--- src/rtl/q27_q45_pkg.sv ---
// Shared definitions for the Q2Q7/Q4Q5 gate-pulse generator and its read-back monitor.
// Latency: n/a (types and constants only).
// Backpressure: n/a.
package q27_q45_pkg;

  // Monitor state encoding
  typedef enum logic [1:0] {
    WAIT_LOW = 2'd0,
    IDLE     = 2'd1,
    MEAS     = 2'd2,
    REPORT   = 2'd3
  } mon_state_t;

  // Width word field positions: {field3, field2, field1}
  localparam int F1_LSB = 0;
  localparam int F1_MSB = 3;
  localparam int F2_LSB = 4;
  localparam int F2_MSB = 9;
  localparam int F3_LSB = 10;
  localparam int F3_MSB = 15;

  localparam int F1_W = F1_MSB - F1_LSB + 1;
  localparam int F2_W = F2_MSB - F2_LSB + 1;
  localparam int F3_W = F3_MSB - F3_LSB + 1;

  // Error flag bit indices within err_out
  localparam int ERR_ORDER   = 0;
  localparam int ERR_RANGE   = 1;
  localparam int ERR_TIMEOUT = 2;

endpackage

--- src/rtl/q27_q45_edge_det.sv ---
// Gate-line edge detector: optional 2-flop synchronizer (Q27Q45_MON_SYNC_EN), one delay flop, rise/fall strobes.
// Latency: strobes are combinational from the (synchronized) level; synchronizer adds 2 cycles when enabled.
// Backpressure: none; strobes are single-cycle and must be consumed when presented.
module q27_q45_edge_det (
  input  logic clk,
  input  logic reset,
  input  logic q2q7_in,
  input  logic q4q5_in,
  output logic q27_lvl,
  output logic q45_lvl,
  output logic q27_rise,
  output logic q27_fall,
  output logic q45_rise,
  output logic q45_fall
);

`ifdef Q27Q45_MON_SYNC_EN
  logic [1:0] q27_sync;
  logic [1:0] q45_sync;

  // Two-stage synchronizers for the asynchronous gate lines
  always_ff @(posedge clk or negedge reset) begin
    if (!reset) begin
      q27_sync <= 2'b00;
      q45_sync <= 2'b00;
    end else begin
      q27_sync <= {q27_sync[0], q2q7_in};
      q45_sync <= {q45_sync[0], q4q5_in};
    end
  end

  assign q27_lvl = q27_sync[1];
  assign q45_lvl = q45_sync[1];
`else
  assign q27_lvl = q2q7_in;
  assign q45_lvl = q4q5_in;
`endif

  logic q27_d;
  logic q45_d;

  // Previous-cycle samples used as the edge reference
  always_ff @(posedge clk or negedge reset) begin
    if (!reset) begin
      q27_d <= 1'b0;
      q45_d <= 1'b0;
    end else begin
      q27_d <= q27_lvl;
      q45_d <= q45_lvl;
    end
  end

  assign q27_rise = q27_lvl & ~q27_d;
  assign q27_fall = ~q27_lvl & q27_d;
  assign q45_rise = q45_lvl & ~q45_d;
  assign q45_fall = ~q45_lvl & q45_d;

endmodule

--- src/rtl/q27_q45_monitor.sv ---
// Read-back decoder for the Q2Q7/Q4Q5 gate pulse pair; rebuilds {field3, field2, field1} and error flags.
// Latency: width_valid 1 cycle after the Q2Q7 fall is detected (+2 cycles with Q27Q45_MON_SYNC_EN).
// Backpressure: none; width_valid is a one-cycle strobe, width_out/err_out hold until the next report.
module q27_q45_monitor
  import q27_q45_pkg::*;
#(
  parameter int CNT_W   = 6,
  parameter int TIMEOUT = 63
) (
  input  logic        clk,
  input  logic        reset,
  input  logic        arm,
  input  logic        q2q7_in,
  input  logic        q4q5_in,
  output logic [15:0] width_out,
  output logic        width_valid,
  output logic [2:0]  err_out,
  output logic        busy
);

  localparam logic [CNT_W-1:0] TO_CNT  = CNT_W'(TIMEOUT);
  localparam logic [CNT_W-1:0] F1_MAX  = CNT_W'(15);

  logic q27_lvl, q45_lvl;
  logic q27_rise, q27_fall, q45_rise, q45_fall;

  q27_q45_edge_det u_edge (
    .clk      (clk),
    .reset    (reset),
    .q2q7_in  (q2q7_in),
    .q4q5_in  (q4q5_in),
    .q27_lvl  (q27_lvl),
    .q45_lvl  (q45_lvl),
    .q27_rise (q27_rise),
    .q27_fall (q27_fall),
    .q45_rise (q45_rise),
    .q45_fall (q45_fall)
  );

  mon_state_t       state;
  logic [CNT_W-1:0] cnt;
  logic [3:0]       f1;
  logic [CNT_W-1:0] f2;
  logic [CNT_W-1:0] f3;
  logic             rise_seen;
  logic             fall_seen;
  logic             order_f;
  logic             range_f;
  logic             timeout_f;
  // Q4Q5 rise seen while idle; folded into the order flag of the next measurement
  logic             pend_order;

  logic [3:0]       n_f1;
  logic [CNT_W-1:0] n_f2;
  logic [CNT_W-1:0] n_f3;
  logic             n_rise_seen;
  logic             n_fall_seen;
  logic             n_order;
  logic             n_range;
  logic             n_timeout;
  logic             meas_done;

  // Next field/flag values for the current MEAS cycle, including the exit cycle
  always_comb begin
    n_f1        = f1;
    n_f2        = f2;
    n_f3        = f3;
    n_rise_seen = rise_seen;
    n_fall_seen = fall_seen;
    n_order     = order_f;
    n_range     = range_f;
    n_timeout   = 1'b0;
    meas_done   = 1'b0;

    // Only the first Q4Q5 rise is timed; any later one marks a sequence error
    if (q45_rise) begin
      if (rise_seen) begin
        n_order = 1'b1;
      end else begin
        n_rise_seen = 1'b1;
        if (cnt > F1_MAX) begin
          n_range = 1'b1;
          n_f1    = 4'd15;
        end else begin
          n_f1 = 4'(cnt);
        end
      end
    end

    if (q45_fall && !fall_seen) begin
      n_fall_seen = 1'b1;
      n_f2        = cnt;
    end

    // Q2Q7 fall wins over a timeout landing in the same cycle
    if (q27_fall) begin
      meas_done = 1'b1;
      n_f3      = cnt;
      if (q45_lvl) begin
        n_order = 1'b1;
        n_f2    = cnt;
      end
    end else if (cnt == TO_CNT) begin
      meas_done = 1'b1;
      n_timeout = 1'b1;
      n_f3      = TO_CNT;
    end
  end

  // Measurement FSM with registered outputs
  always_ff @(posedge clk or negedge reset) begin
    if (!reset) begin
      state       <= WAIT_LOW;
      cnt         <= '0;
      f1          <= '0;
      f2          <= '0;
      f3          <= '0;
      rise_seen   <= 1'b0;
      fall_seen   <= 1'b0;
      order_f     <= 1'b0;
      range_f     <= 1'b0;
      timeout_f   <= 1'b0;
      pend_order  <= 1'b0;
      width_out   <= '0;
      width_valid <= 1'b0;
      err_out     <= '0;
      busy        <= 1'b0;
    end else begin
      case (state)
        WAIT_LOW: begin
          pend_order <= 1'b0;
          if (!q27_lvl && !q45_lvl) begin
            state <= IDLE;
          end
        end

        IDLE: begin
          if (q27_rise && arm) begin
            // This cycle is t0 (cnt = 0); the register holds the next cycle's count
            state      <= MEAS;
            busy       <= 1'b1;
            cnt        <= CNT_W'(1);
            f1         <= '0;
            f2         <= '0;
            f3         <= '0;
            rise_seen  <= q45_rise;
            fall_seen  <= 1'b0;
            range_f    <= 1'b0;
            timeout_f  <= 1'b0;
            order_f    <= pend_order | (q45_lvl & ~q45_rise);
            pend_order <= 1'b0;
          end else if (q45_rise) begin
            pend_order <= 1'b1;
          end
        end

        MEAS: begin
          f1        <= n_f1;
          f2        <= n_f2;
          f3        <= n_f3;
          rise_seen <= n_rise_seen;
          fall_seen <= n_fall_seen;
          order_f   <= n_order;
          range_f   <= n_range;
          timeout_f <= n_timeout;
          if (meas_done) begin
            state                       <= REPORT;
            width_valid                 <= 1'b1;
            width_out[F3_MSB:F3_LSB]    <= F3_W'(n_f3);
            width_out[F2_MSB:F2_LSB]    <= F2_W'(n_f2);
            width_out[F1_MSB:F1_LSB]    <= F1_W'(n_f1);
            err_out[ERR_TIMEOUT]        <= n_timeout;
            err_out[ERR_RANGE]          <= n_range;
            err_out[ERR_ORDER]          <= n_order;
          end else begin
            cnt <= cnt + CNT_W'(1);
          end
        end

        REPORT: begin
          width_valid <= 1'b0;
          busy        <= 1'b0;
          state       <= timeout_f ? WAIT_LOW : IDLE;
        end

        default: begin
          state <= WAIT_LOW;
        end
      endcase
    end
  end

endmodule

--- config.mk ---
export PLATFORM = sky130hd
export DESIGN_NAME = q27_q45_monitor
export DESIGN_NICKNAME = d
export VERILOG_FILES = /design/src/rtl/q27_q45_pkg.sv /design/src/rtl/q27_q45_edge_det.sv /design/src/rtl/q27_q45_monitor.sv
export SDC_FILE = /design/constraint.sdc
export NUM_CORES = 1
export LEC_CHECK = 0
export CORE_ASPECT_RATIO = 0.9
export CORE_MARGIN = 2
export CORE_UTILIZATION = 54
export DETAILED_ROUTE_END_ITERATION = 10
export GPL_ROUTABILITY_DRIVEN = 0
export GPL_TIMING_DRIVEN = 0
export PLACE_DENSITY = 0.77
export SYNTH_ARGS = -nofsm -noshare
export SYNTH_HDL_FRONTEND = slang
export SYNTH_SLANG_ARGS = --single-unit
--- constraint.sdc ---
create_clock -name clk -period 2.19 [get_ports clk]
set_input_delay 0.219 -clock clk [delete_from_list [all_inputs] [get_ports clk]]
set_output_delay 0.219 -clock clk [all_outputs]
set_load 0.01 [all_outputs]
==> results of run 1 <==
power groups by stage:
stage | registers [mW] | logic, mW | clock network (mW)
after CTS | 1.36 | 1.52 | 0.583
after global routing | 1.40 | 1.69 | 0.625
after global placement | 1.36 | 1.47 | 0
after detailed placement | 1.37 | 1.51 | 0
after floorplan | 1.42 | 0.890 | 0
final | 1.36 | 1.51 | 0.568
state kept, by name (all words and copies together) (netlist names), 2 cells and up:
signal	cells
width_out	16
err_out	3
cnt	6
state	2
f2	6
f1	4
layout make-up:
type                    count  share of cell area
well taps                  48             0.02249
repair buffers             27              0.1031
plain buffers              16             0.03046
flip-flops and latches     47              0.4405
inverters                   6            0.008435
clock buffers               8             0.03749
multi-input cells         143              0.3575
layer usage:
layer  global-route usage  up-vias  wire length (µm)
met5                    0        -                 0
met4              0.03538        0                30
li1                     -      831                 -
met2               0.3519       45              2084
met3              0.06221        5               237
met1               0.3019      845              2154
synth_stat cells (3+ instances only):
cell	count
a22o_1	8
dfrtp_1	47
buf_2	11
a21o_1	5
o22a_1	6
clkbuf_1	3
nand3_1	5
nor2_1	18
a31oi_1	4
mux2i_1	8
inv_1	6
ha_1	5
nand2b_1	4
a211oi_1	5
o21ai_0	6
a21oi_1	7
o2bb2ai_1	4
o211ai_1	3
o21ai_1	11
nand2_1	18
metrics by stage:
step                setup TNS [ps]  cell area (µm²)  setup WS (ps)
floorplan                        0             2235          473.2
global placement            -16730             2545         -358.9
detailed placement               0             2560          196.4
CTS                              0             2670          243.3
global route                     0             2670          36.36
finish                           0             2670          207.5
worst max-delay path, stage by stage, from the launching register on:
cell	delay (ps)
dfrtp_1	410
inv_1	120
ha_1	220
buf_2	230
nand3_1	120
o21a_1	180
buf_2	170
buf_4	190
a21oi_1	150
a21oi_1	60
worst max path at each step:
stage	startpoint	to	slack (ps)
after global placement	reset	state[1]	-360
after global routing	state[0]	cnt[0]	40
after detailed placement	q2q7_in	cnt[1]	200
after CTS	state[0]	cnt[0]	240
after floorplan	state[0]	cnt[0]	470
final	state[0]	cnt[0]	210
kinds of logic after synthesis:
logic type | share of synthesized area
and+or+nand+nor | 0.1361
muxes | 0.04591
adders and majority gates | 0.02800
DFF | 0.5263
buffers and inverters | 0.04647
AOI/OAI and AO/OA | 0.2173
==> impl_metrics.env, run 1 <==
export IMPL_outcome="finished, final reports clean"
export IMPL_crit_path_end_kind="register"
export IMPL_ys_warn_count=0
export IMPL_ys_ff_latch=47
export IMPL_htree_levels=2
export IMPL_hold_buffers=1
export IMPL_die_w_um=71.81
export IMPL_crit_fanout=10
export IMPL_synth_area_top_cells="dfrtp_1 53%, mux2i_1 3.6%, a22o_1 3.1%"
export IMPL_core_rowCount=22
export IMPL_first_pass_iters=7
export IMPL_peakVddDrop_v=0.0006353
export IMPL_num_vias=1726
export IMPL_initial_core_util=0.5560
export IMPL_p_leak_nw=1.199
export IMPL_via_per_inst=5.851
export IMPL_regArea_um2=1176
export IMPL_hold_ws_ps=338.7
export IMPL_p_sw_mw=1.244
export IMPL_switching_share=0.3618
export IMPL_period_minus_slack_ps=1983
export IMPL_mostFrequentLayoutCells="47 x dfrtp_1, 24 x clkdlybuf4s50_1, 18 x nand2_1, 18 x nor2_1, 12 x buf_2"
export IMPL_clock_tree_root_cell="clkbuf_8"
export IMPL_p_int_mw=2.195
export IMPL_synth_cell_types=44
export IMPL_r2r_end="cnt[0]"
export IMPL_cts_resized=0
export IMPL_synth_flop_cell="dfrtp_1"
export IMPL_powerDensity_nw_per_um2=1288
export IMPL_rsz0062_at_grt="no"
export IMPL_final_nets=256
export IMPL_maxCapViolations=0
export IMPL_path_clk_slew_ps=80
export IMPL_clock_skew_ps=3.233
export IMPL_tightest_slew_ps=399.7
export IMPL_multi_input_area_um2=954.7
export IMPL_clk_latency_ps=300
export IMPL_slew_viol_final=0
export IMPL_drtAntennaViolNets=0
export IMPL_instances_no_fill=295
export IMPL_ys_seq_area_frac=0.5263
export IMPL_numCtsBuffers=5
export IMPL_synth_top_area_share=0.5263
export IMPL_portBuffers=25
export IMPL_syn_inst=212
export IMPL_dp_cells=286
export IMPL_mostFrequentLayoutCell="dfrtp_1"
export IMPL_grt_start_max_net_pins=35
export IMPL_synth_area_per_cell_um2=10.54
export IMPL_seqPwrFrac=0.394
export IMPL_drtIter0Drc=133
export IMPL_post_cts_buffers=0
export IMPL_fp_coreArea_um2=4019
export IMPL_cts_tree="yes"
export IMPL_syn_nets=222
export IMPL_timing_fmax_mhz=504.4
export IMPL_fillers=349
export IMPL_syn_cell_area_um2=2235
export IMPL_final_core_util=0.6644
export IMPL_die_y_um=65.03
export IMPL_grt_first_pass_wirelength_um=7955
export IMPL_clock_sinks=47
export IMPL_reg2reg_slack_ps=210
export IMPL_area_delta_synth_final_pct=19.48
export IMPL_worst_r2r_cell_count=9
export IMPL_crit_path_start_kind="register"
export IMPL_grt_pass1_vias=1669
export IMPL_crit_required_ps=2360
export IMPL_antenna_found_initial=0
export IMPL_hold_viol_final=0
export IMPL_grt_usage=0.2188
export IMPL_hpwlAfterDp_um=3085
export IMPL_antenna_cells=0
export IMPL_dieArea_um2=4669
export IMPL_setup_viol=0
export IMPL_hold_path_class="in2async"
export IMPL_synth_top_area_cell="dfrtp_1"
export IMPL_drc=0
export IMPL_cp_data_arrival_time_ps=2150
export IMPL_synth_edf_count=0
export IMPL_grt_overflow_total=0
export IMPL_critPathKind="reg2reg"
export IMPL_drt_wl_total_um=4507
export IMPL_combPwrFrac=0.440
export IMPL_cts_buffer_depth=2
export IMPL_wire_per_inst_um=15.28
export IMPL_r2r_start="state[0]"
export IMPL_power_mw=3.438
export IMPL_fin_crit_sh=0.9053
export IMPL_synthArstFlopShare=1.000
export IMPL_power_frac_clock=0.165
export IMPL_layout_drive_gt1_share=0.1215
export IMPL_max_slew_margin=0.7335
export IMPL_boundaryPins=26
No activity file was read; power rests on OpenSTA's default activity.
==> run 2: changes to the inputs <==
--- a/config.mk
+++ b/config.mk
@@ -5,13 +5,14 @@
 export SDC_FILE = /design/constraint.sdc
 export NUM_CORES = 1
 export LEC_CHECK = 0
+export ABC_AREA = 1
 export CORE_ASPECT_RATIO = 0.9
 export CORE_MARGIN = 2
 export CORE_UTILIZATION = 54
 export DETAILED_ROUTE_END_ITERATION = 10
 export GPL_ROUTABILITY_DRIVEN = 0
 export GPL_TIMING_DRIVEN = 0
-export PLACE_DENSITY = 0.77
+export PLACE_DENSITY = 0.76
 export SYNTH_ARGS = -nofsm -noshare
 export SYNTH_HDL_FRONTEND = slang
 export SYNTH_SLANG_ARGS = --single-unit
==> run 2 against run 1 <==
  * Combinational power decreased by 17%
  * Via count increased by 20%
  * Critical path depth is 1 lower
  * Count of clock-buffer cells in the layout did not move
  * Worst hold slack better by 71 ps
  * Fmax rose by 12%
  * Final cell count grew 43%
  * Non-clock buffer count down 6
  * Area after synthesis increased by 13%
  * Largest power group is now registers
==> impl_metrics.env, run 2 <==
export IMPL_maxCapViolations=0
export IMPL_syn_inst=324
export IMPL_critPathBufInv=0
export IMPL_post_synth_top_count_cell="nand2_1"
export IMPL_synth_top_area_cell="dfrtp_1"
export IMPL_crit_top_cell="nand2_1"
export IMPL_drtIter0Drc=105
export IMPL_ys_ff_latch=51
export IMPL_clock_sinks=51
export IMPL_slew_viol_final=0
export IMPL_top_register="width_out"
export IMPL_crit_slowest_cell="dfrtp_1"
export IMPL_multi_input_area_um2=1080
export IMPL_mostFrequentLayoutCells="150 x nand2_1, 51 x dfrtp_1, 24 x clkdlybuf4s50_1"
export IMPL_peakVddDrop_v=0.0007317
export IMPL_htree_levels=2
export IMPL_max_slew_margin=0.6566
export IMPL_final_nets=368
export IMPL_regArea_um2=1276
export IMPL_grt_overflow_total=0
export IMPL_reg_largest_list="width_out: 16 flops, cnt: 6 flops, f2: 6 flops"
export IMPL_fillers=401
export IMPL_synth_edf_count=0
export IMPL_layout_drive_gt1_share=0.08914
export IMPL_wire_per_inst_um=12.52
export IMPL_cp_data_arrival_time_ps=1980
export IMPL_grt_usage=0.2280
export IMPL_synth_top_area_share=0.5042
export IMPL_antenna_found_initial=0
export IMPL_p_leak_nw=1.588
export IMPL_mostFrequentLayoutCell="nand2_1"
export IMPL_numCtsBuffers=5
export IMPL_core_rowCount=23
export IMPL_hold_buffers=1
export IMPL_ys_warn_count=0
export IMPL_powerDensity_nw_per_um2=1062
export IMPL_rsz0062_at_grt="no"
export IMPL_synth_flop_cell="dfrtp_1"
export IMPL_synth_area_top_cells="dfrtp_1 50%, nand2_1 22%, inv_1 3.3%"
export IMPL_hpwlAfterDp_um=3793
export IMPL_die_w_um=76.17
export IMPL_antenna_cells=0
export IMPL_num_vias=2075
export IMPL_setup_tns_ps=0
export IMPL_post_cts_buffers=0
export IMPL_drtAntennaViolNets=0
export IMPL_path_clk_slew_ps=90
export IMPL_synth_cell_types=28
export IMPL_portBuffers=25
export IMPL_grt_first_pass_wirelength_um=9321
export IMPL_grt_pass1_vias=2022
export IMPL_grt_start_max_net_pins=31
export IMPL_tightest_slew_ps=515.1
export IMPL_first_pass_iters=4
export IMPL_period_minus_slack_ps=1777
export IMPL_fin_crit_sh=0.8114
export IMPL_cts_tree="yes"
export IMPL_die_y_um=68.95
export IMPL_hold_viol_final=0
export IMPL_outcome="finished, final reports clean"
export IMPL_syn_nets=334
export IMPL_synth_top_cells_by_count="150 x nand2_1, 51 x dfrtp_1, 22 x inv_1, 22 x nor2_1, 16 x nand3_1"
export IMPL_syn_cell_area_um2=2531
export IMPL_crit_path_start_kind="register"
export IMPL_largest_register_ffs=16
export IMPL_critPathKind="reg2reg"
export IMPL_crit_required_ps=2390
export IMPL_hold_path_class="in2async"
export IMPL_cts_resized=0
export IMPL_clock_skew_ps=5.097
export IMPL_initial_core_util=0.5638
export IMPL_synthArstFlopShare=1.000
export IMPL_setup_viol=0
export IMPL_clock_tree_root_cell="clkbuf_8"
export IMPL_hold_ws_ps=410.0
export IMPL_cts_buffer_depth=2
export IMPL_boundaryPins=26
export IMPL_crit_chain="ha_1 -> nand3_1 -> nor2_1 -> nor2_2 -> nand2_2 -> nand2_1 -> nand2_1 -> nand2_1"
export IMPL_drc=0
export IMPL_clk_latency_ps=310
export IMPL_drt_wl_total_um=5269
export IMPL_path_delay_family="simple AND/OR/NAND/NOR gates"
export IMPL_max_stage_delay_ps=500
export IMPL_timing_fmax_mhz=562.8
export IMPL_crit_fanout=7
export IMPL_ys_seq_area_frac=0.5042
export IMPL_area_delta_synth_final_pct=17.89
export IMPL_fp_coreArea_um2=4489
export IMPL_dieArea_um2=5252
export IMPL_synth_area_per_cell_um2=7.812
export IMPL_via_per_inst=4.929
export IMPL_crit_path_end_kind="register"
## run 2: cell types whose count changed in the layout (fill, tap and decap cells not counted), moves of 5 or more
| cell | change |
|---|---|
| a211oi_1 | -5 |
| a21o_1 | -5 |
| a22o_1 | -8 |
| buf_2 | -8 |
| inv_1 | +16 |
| mux2i_1 | -8 |
| nand2_1 | +132 |
| nand3_1 | +11 |
| o21ai_0 | +9 |
| o21ai_1 | -11 |
| o22a_1 | -6 |
## run 2: through the flow
| stage | setup slack, ps | instance area (µm²) | util | total power [mW] | std cells |
|---|---|---|---|---|---|
| 6_report | 413.1 | 2984 | 0.6647 | 3.168 | 421 |
| 5_1_grt | 206.8 | 2984 | 0.6647 | 3.422 | 421 |
| 4_1_cts | 430.6 | 2984 | 0.6647 | 3.186 | 421 |
| 3_5_place_dp | 357.1 | 2874 | 0.6402 | 2.591 | 412 |
| 3_3_place_gp | -610.7 | 2859 | 0.6368 | 2.543 | 411 |
| 2_1_floorplan | 657.5 | 2531 | - | 2.122 | 324 |
## run 2: worst register-to-register path: stages, from the launching register on
cell and delay [ps]:
dfrtp_1 500, ha_1 260, nand3_1 180, nor2_1 350, nor2_2 130, nand2_2 100, nand2_1 60, nand2_1 60
nand2_1 50
## run 2: report_power, final
part | leakage [nW] | internal [mW] | switching (mW) | total [mW]
Combinational | 0.857 | 0.521 | 0.727 | 1.25
Clock | 0.0515 | 0.289 | 0.297 | 0.585
Sequential | 0.679 | 1.17 | 0.163 | 1.33
Total | 1.59 | 1.98 | 1.19 | 3.17
## run 2: cell families (layout without fill, tap and decap cells)
logic type	count (synthesis)	after routing	synth area share
buffers and inverters	36	71	0.06920
AOI/OAI and AO/OA	28	28	0.06377
adders and majority gates	5	5	0.02472
and+or+nand+nor	202	202	0.3312
xor gates and xnor gates	2	2	0.006922
DFF	51	51	0.5042
## run 2: path summary, 6_finish.rpt
check / start / to / slack (ps) / depth (start not counted)
hold reg to reg: width_out[5] / width_out[5] / 480 / 2
hold / removal: reset / f1[3] / 410 / 2
min in group clk: width_out[5] / width_out[5] / 480 / 2
setup / recovery: cnt[0] / state[1] / 410 / 8
max in group asynchronous: reset / f3[2] / 1260 / 3
setup reg to reg: cnt[0] / state[1] / 410 / 8
## run 2: area by class of cell
type / instances / area share
flip-flops and latches: 51 / 0.4277
multi-input cells: 237 / 0.3618
plain buffers: 10 / 0.02432
inverters: 26 / 0.03438
well taps: 62 / 0.02600
clock buffers: 8 / 0.03354
repair buffers: 27 / 0.09224
## run 2: layer usage
layer	vias to the layer above	GRT usage	wire (µm)
li1	1071	-	-
met1	943	0.3061	2541
met2	54	0.3839	2418
met3	7	0.04167	242
met4	0	0.07727	68
met5	-	0	0
==> run 3: changes to the inputs <==
==> constraint.sdc (replaced) <==
create_clock -name clk -period 1.85 [get_ports clk]
set_input_delay 0.185 -clock clk [delete_from_list [all_inputs] [get_ports clk]]
set_output_delay 0.185 -clock clk [all_outputs]
set_load 0.01 [all_outputs]
==> run 3 against run 2 <==
  * Global-route usage stayed put
  * Combinational power up 20%
  * Worst hold slack worse by 34 ps
  * Fmax rose by 5.7%
  * Register-to-register slack lost 240 ps
  * Sequential power rose by 19%
  * Final cell count unchanged
  * Critical path depth down 1
==> impl_metrics.env, run 3 (same netlist as run 2, synthesis figures left out) <==
export IMPL_htree_levels=2
export IMPL_grt_start_max_net_pins=31
export IMPL_fillers=398
export IMPL_setup_viol=0
export IMPL_hold_path_class="in2async"
export IMPL_cts_buffer_depth=2
export IMPL_outcome="finished, final reports clean"
export IMPL_hold_viol_final=0
export IMPL_p_leak_nw=1.589
export IMPL_tightest_slew_ps=517.1
export IMPL_grt_pass1_vias=2022
export IMPL_antenna_found_initial=0
export IMPL_crit_fanout=10
export IMPL_cp_data_arrival_time_ps=1880
export IMPL_maxCapViolations=0
export IMPL_crit_required_ps=2050
export IMPL_wire_per_inst_um=12.63
export IMPL_dieArea_um2=5252
export IMPL_max_slew_margin=0.6553
export IMPL_initial_core_util=0.5638
export IMPL_antenna_cells=0
export IMPL_drtAntennaViolNets=0
export IMPL_clock_skew_ps=3.928
export IMPL_setup_tns_ps=0
export IMPL_layout_drive_gt1_share=0.09471
export IMPL_fin_crit_sh=0.9086
export IMPL_mostFrequentLayoutCells="150 x nand2_1, 50 x dfrtp_1, 24 x clkdlybuf4s50_1"
export IMPL_peakVddDrop_v=0.0008676
export IMPL_grt_overflow_total=0
export IMPL_fp_coreArea_um2=4489
export IMPL_first_pass_iters=4
export IMPL_post_cts_buffers=0
export IMPL_pre_cts_slack_ps=51.06
export IMPL_core_rowCount=23
export IMPL_slew_viol_final=0
export IMPL_clk_latency_ps=310
export IMPL_cts_tree="yes"
export IMPL_hpwlAfterDp_um=3793
export IMPL_path_clk_slew_ps=90
export IMPL_area_delta_synth_final_pct=18.34
export IMPL_mostFrequentLayoutCell="nand2_1"
export IMPL_via_per_inst=4.983
export IMPL_portBuffers=25
export IMPL_numCtsBuffers=5
export IMPL_grt_usage=0.2280
export IMPL_crit_path_end_kind="register"
export IMPL_die_y_um=68.95
export IMPL_largest_register_ffs=16
export IMPL_crit_path_start_kind="register"
export IMPL_clock_tree_root_cell="clkbuf_8"
export IMPL_powerDensity_nw_per_um2=1261
export IMPL_period_minus_slack_ps=1681
export IMPL_grt_first_pass_wirelength_um=9321
export IMPL_num_vias=2098
export IMPL_power_mw=3.778
export IMPL_top_register="width_out"
export IMPL_die_w_um=76.17
export IMPL_critPathKind="reg2reg"
export IMPL_reg_largest_list="width_out: 16 flops, cnt: 6 flops, f2: 6 flops"
export IMPL_drt_wl_total_um=5318
export IMPL_timing_fmax_mhz=594.9
export IMPL_final_nets=368
export IMPL_clock_sinks=51
export IMPL_boundaryPins=26
export IMPL_drc=0
export IMPL_finalWorstSetupSlack_ps=169.0
export IMPL_drtIter0Drc=96
run 3: cell types whose count changed in the layout (fill, tap and decap cells not counted):
cell     previous run  this run
buf_2               4         3
nand2_4             1         2
nor2_2              3         4
buf_4               4         5
dfrtp_1            51        50
nand2_2             2         1
dfrtp_2             0         1
nor2_1             22        21
run 3: worst paths after layout:
path	slack, ps	to	cells past startpoint	start
min	380	width_out[1]	2	reset
max	170	width_out[4]	7	cnt[0]
max reg2reg	170	width_out[4]	7	cnt[0]
min reg2reg	480	width_out[5]	2	width_out[5]
max in group asynchronous	940	state[0]	3	reset
min in group clk	480	u_edge.q27_d	1	q2q7_in
run 3: what timing repair did:
action	in CTS	in global routing
hold buffers	1	0
gates resized for setup	0	5
endpoints found under the setup margin	0	18
hold endpoints to repair	21	0
run 3: power by group:
| group | internal (mW) | leakage [nW] | total, mW | switching, mW |
|---|---|---|---|---|
| logic | 0.628 | 0.860 | 1.50 | 0.868 |
| registers | 1.39 | 0.678 | 1.58 | 0.193 |
| clock network | 0.342 | 0.0515 | 0.700 | 0.358 |
| total | 2.36 | 1.59 | 3.78 | 1.42 |
run 3: area by class of cell:
| type | count | area, µm² | share of cell area |
|---|---|---|---|
| inverters | 26 | 102.6 | 0.03425 |
| flip-flops and latches | 51 | 1277 | 0.4265 |
| repair buffers | 27 | 275.3 | 0.09190 |
| clock buffers | 8 | 100.1 | 0.03342 |
| multi-input cells | 237 | 1087 | 0.3630 |
| plain buffers | 10 | 75.07 | 0.02506 |
| well taps | 62 | 77.57 | 0.02590 |
run 3: layer usage:
metal,share of wire,wire [µm],vias up,track usage
li1,-,-,1071,-
met1,0.49,2595,972,0.3061
met2,0.46,2436,48,0.3839
met3,0.041,218,7,0.04167
met4,0.013,68,0,0.07727
met5,0,0,-,0
run 3: per-stage QoR:
step	std cells	util	area, µm²	hold WS (ps)
finish	421	0.6672	2995	375.8
global route	421	0.6672	2995	464.0
CTS	421	0.6647	2984	391.6
detailed placement	412	0.6402	2874	188.2
global placement	411	0.6368	2859	456.5
floorplan	324	-	2531	-110.6
run 3: critical path, cell delays in order (launching register included):
cell and delay (ps):
dfrtp_1 500, ha_1 260, nand3_1 190, o21ai_4 210, nand2_4 80, buf_2 200, nand2_1 80, nand2_1 60
